--- src/rtl/counter_pkg.sv ---
// Shared constants for the up/down counter and its prescaler.
package counter_pkg;

    localparam logic DIR_UP    = 1'b1;
    localparam logic DIR_DOWN  = 1'b0;
    localparam logic MODE_WRAP = 1'b0;
    localparam logic MODE_SAT  = 1'b1;

    localparam int DEF_WIDTH      = 8;
    localparam int DEF_PRESCALE_W = 4;

endpackage : counter_pkg

--- src/rtl/tick_prescaler.sv ---
// Enable-gated clock divider: one tick every (prescale+1) enabled cycles.
// restart forces the divider back to the start of a period.
module tick_prescaler
    import counter_pkg::*;
#(
    parameter int PRESCALE_W = DEF_PRESCALE_W
) (
    input  logic                  clk,
    input  logic                  rst_n,
    input  logic                  en,
    input  logic                  restart,
    input  logic [PRESCALE_W-1:0] prescale,
    output logic                  tick
);

    logic [PRESCALE_W-1:0] div_cnt_q;
    logic [PRESCALE_W-1:0] div_cnt_d;

    // Using >= rather than == means lowering prescale below the current
    // phase fires on the next enabled cycle instead of running the divider
    // all the way round.
    always_comb begin
        tick      = en && (div_cnt_q >= prescale);
        div_cnt_d = div_cnt_q;
        if (restart) begin
            div_cnt_d = '0;
        end else if (tick) begin
            div_cnt_d = '0;
        end else if (en) begin
            div_cnt_d = div_cnt_q + PRESCALE_W'(1);
        end
    end

    // Divider phase register.
    always_ff @(posedge clk) begin
        if (!rst_n) begin
            div_cnt_q <= '0;
        end else begin
            div_cnt_q <= div_cnt_d;
        end
    end

endmodule : tick_prescaler

--- src/rtl/updown_counter_ctl.sv ---
// Parametrised up/down counter with prescaler, load, wrap/saturate mode,
// compare match, terminal-count pulse and sticky overflow flag.
module updown_counter_ctl
    import counter_pkg::*;
#(
    parameter int                     WIDTH      = DEF_WIDTH,
    parameter int                     PRESCALE_W = DEF_PRESCALE_W,
    parameter logic [WIDTH-1:0]       RESET_VAL  = '0
) (
    input  logic                  clk,
    input  logic                  rst_n,
    input  logic                  en,
    input  logic                  load,
    input  logic [WIDTH-1:0]      load_val,
    input  logic                  dir,
    input  logic                  sat_mode,
    input  logic [PRESCALE_W-1:0] prescale,
    input  logic [WIDTH-1:0]      cmp_val,
    input  logic                  clr_ovf,
    output logic [WIDTH-1:0]      count,
    output logic                  tc,
    output logic                  match,
    output logic                  ovf_sticky
);

    localparam logic [WIDTH-1:0] CNT_MAX = '1;
    localparam logic [WIDTH-1:0] CNT_ONE = WIDTH'(1);

    logic             tick;
    logic [WIDTH-1:0] count_q, count_d;
    logic             tc_q, tc_d;
    logic             ovf_q, ovf_d;
    logic [WIDTH-1:0] stepped;
    logic             at_limit;

    tick_prescaler #(
        .PRESCALE_W (PRESCALE_W)
    ) u_prescaler (
        .clk      (clk),
        .rst_n    (rst_n),
        .en       (en),
        .restart  (load),
        .prescale (prescale),
        .tick     (tick)
    );

    // Next count and terminal-count: load beats a tick; at a limit, wrap
    // mode takes the modulo step while saturate mode holds.
    always_comb begin
        stepped  = (dir == DIR_UP) ? (count_q + CNT_ONE) : (count_q - CNT_ONE);
        at_limit = (dir == DIR_UP) ? (count_q == CNT_MAX) : (count_q == '0);
        count_d  = count_q;
        tc_d     = 1'b0;
        if (load) begin
            count_d = load_val;
        end else if (tick) begin
            if (at_limit) begin
                tc_d = 1'b1;
                if (sat_mode == MODE_WRAP) begin
                    count_d = stepped;
                end
            end else begin
                count_d = stepped;
            end
        end
    end

    // Sticky overflow: a new terminal count wins over a coincident clear.
    always_comb begin
        ovf_d = tc_d | (ovf_q & ~clr_ovf);
    end

    // Count, tc and overflow registers.
    always_ff @(posedge clk) begin
        if (!rst_n) begin
            count_q <= RESET_VAL;
            tc_q    <= 1'b0;
            ovf_q   <= 1'b0;
        end else begin
            count_q <= count_d;
            tc_q    <= tc_d;
            ovf_q   <= ovf_d;
        end
    end

    assign count      = count_q;
    assign tc         = tc_q;
    assign ovf_sticky = ovf_q;
    assign match      = (count_q == cmp_val);

endmodule : updown_counter_ctl

--- config.mk ---
export PLATFORM = sky130hd
export DESIGN_NAME = updown_counter_ctl
export DESIGN_NICKNAME = d
export VERILOG_FILES = /design/src/rtl/counter_pkg.sv /design/src/rtl/tick_prescaler.sv /design/src/rtl/updown_counter_ctl.sv
export SDC_FILE = /design/constraint.sdc
export NUM_CORES = 1
export LEC_CHECK = 0
export ABC_CLOCK_PERIOD_IN_PS = 3950
export BUFFER_PORTS_ARGS = -buffer_cell sky130_fd_sc_hd__buf_2
export CORE_ASPECT_RATIO = 0.9
export CORE_UTILIZATION = 54
export DETAILED_ROUTE_END_ITERATION = 12
export GPL_TIMING_DRIVEN = 0
export PLACE_DENSITY = 0.85
export SKIP_LAST_GASP = 1
export SYNTH_ARGS = -nofsm -noshare
export SYNTH_HDL_FRONTEND = slang
export SYNTH_SLANG_ARGS = --single-unit
--- constraint.sdc ---
create_clock -name clk -period 3.95 [get_ports clk]
set_input_delay 1.185 -clock clk [delete_from_list [all_inputs] [get_ports clk]]
set_output_delay 1.185 -clock clk [all_outputs]
set_load 0.005 [all_outputs]
==> metrics.cfg <==
[clock_network]
cts_setup_buffers=0
cts.hold.buffers_added=0
clock-sinks=14
ctsResizeCount=0
cts_tree=yes
clkTransAtPathRegs_ps=80
insertion_delay_ps=280
cts_root_buf=clkbuf_4
numCtsBuffers=3
clk_path_buf_depth=2
h-tree-depth=1

[cells_and_area]
finalNonFillerCells=203
area_growth_pct=21.47
nets=218
antenna_cells=0
drive_above_1_share=0.2584

[yosys]
yosysMostFrequentCell=nor2_1
ys.warnings.count=0
synth_seq_cells=14
synthFlopType=dfxtp_1
synth_async_sr_flop_share=0
ys_seq_area_frac=0.2430
synthesis.area_um2=1154
ys_types=45
synth.area.top_cells=dfxtp_1 24%, ha_1 12%, xnor2_1 7.6%
yosys.area.top_type=dfxtp_1
synth_top_area_share=0.2430
synthCells=138
synthTopCellsByCount=17 x nor2_1, 14 x dfxtp_1, 11 x ha_1
syn_avg_cell_area_um2=8.359
synth_edf_count=0
synth_nets=177

[grt]
gr-usage-all-layers=0.2640
grt_pass1_wl_mm=4.533
grt_max_degree=11
grt_pass1_vias=1019
grt-ovfl-total=0
antenna_found_initial=0

[sta]
skew_ps=5.064
rsz0062_at_grt=false
relSlewSlack=0.6827
finalSetupViolCount=0
worst_slew_pin_slew_ps=472.0
fmax_ghz=0.3416
finalCriticalPeriod_ps=2927
tns_ps=0
hold_violations=0
finalCritPeriodShare=0.7411
drv_slew=0

[setup_path]
cp-end-kind=output port
crit_path_start_kind=input pin
r2r_start=count[2]
max_stage_delay_ps=130
critical_path_arrival_ps=1740
cp_cell_sequence=buf_2, xnor2_1, nand4_1, nor2_1, buf_2
crit_fanout=1
cp_num_buf_inv=2
startpoint=cmp_val[0]
crit_path_frequent_cell=buf_2
crit_type=in -> out
slowest_stage=xnor2_1
r2r_slack_ps=1840
crit_family=buffers and inverters
cp_data_required_time_ps=2760

[power_and_ir_drop]
peakVddDrop_mv=0.2534
pwr_density_cell_nw_per_um2=290.8
p_leak_nw=0.6690

[die]
die_y_um=45.85
core_area_um2=1971
ios=38
die_area_um2=2326
start_util=0.5854
die_x_um=50.72
rows=15

[placement]
gp_congestion=0.9318
io_buffers=36
placedCellCount=199
dp_hpwl_mm=2.265

[route]
drcViolationCount=0
wl_per_cell_um=13.98
wl_mm=2.838
drt-pass1-iter-count=5
routed_via_density=5.788
drt-initial-drc-count=53
ant_nets=0
num_vias=1175

[flow_run]
drv_cap=0

[status]
outcome=complete, no violations

[worst_hold_path]
hp-start=ovf_sticky
hold_class=reg -> reg

final timing paths:
check | cells past startpoint | endpoint
hold / removal | 2 | ovf_sticky
hold reg to reg | 2 | ovf_sticky
setup reg to reg | 6 | count[4]
setup / recovery | 5 | match
worst min-delay path: cells and delay by family, from the launching register on:
family | cells | cell delay, ps
DFF | 1 | 330
and+or+nand+nor | 1 | 70
AOI/OAI and AO/OA | 1 | 60
per-layer routing:
metal  up-vias  wire length (um)  global-route usage
met2        55              1366              0.4507
met4         0                 8             0.03333
met1       540              1223              0.3481
met3         2               240             0.06667
li1        578                 -                   -
met5         -                 0                   0
registers in the layout, summed over array words and instances, names as in the netlist:
register	cells
u_prescaler.div_cnt_q	4
count	8
ovf_sticky	1
tc	1
cells by family (layout without fill, tap and decap cells):
| family | count (synthesis) | after routing | synth area share |
|---|---|---|---|
| fa+ha+maj | 12 | 12 | 0.1367 |
| flops | 14 | 14 | 0.2430 |
| simple gates | 48 | 48 | 0.2191 |
| xor+xnor | 16 | 16 | 0.1215 |
| buf+inv | 10 | 50 | 0.03362 |
| mux | 7 | 7 | 0.06182 |
| compound gates | 31 | 31 | 0.1844 |
placed cells by master (no fill, tap or decap), types with 2 or more instances in the layout:
cell type	instances
nor3_1	2
buf_2	37
xnor2_1	10
a21oi_1	8
a21o_1	3
nor2_1	17
nand2_1	9
inv_1	7
nand4_1	4
clkbuf_4	3
dfxtp_1	14
o21ai_0	7
nor2b_1	2
nand3_1	2
ha_1	11
mux2i_1	6
xor2_1	6
stage by stage:
step	util	setup slack (ps)	cell area, um^2	hold WS (ps)	power (W)
after detailed placement	0.6927	794.9	1365	482.3	0.0003037
after CTS	0.7111	1012	1401	503.1	0.0004057
after floorplan	-	1155	1154	480.5	0.0002603
after global placement	0.6927	851.1	1365	479.8	0.0002963
after global routing	0.7111	888.8	1401	535.3	0.0004292
final	0.7111	1023	1401	493.9	0.0004075
power breakdown:
group	switching, W	total (W)	internal (W)	leakage (nW)
combinational	0.0000676	0.000136	0.0000680	0.533
clock	0.0000486	0.000105	0.0000561	0.0210
sequential	0.0000173	0.000167	0.000150	0.115
total	0.000134	0.000407	0.000274	0.669
layout make-up:
class | instances | area [um^2]
Buffer | 2 | 8.758
Clock buffer | 4 | 36.28
Fill cell | 168 | 569.3
Inverter | 8 | 30.03
Multi-Input combinational cell | 114 | 834.6
Sequential cell | 14 | 280.3
Tap cell | 25 | 31.28
Timing Repair Buffer | 36 | 180.2
Power figures use the tool's default switching activity.
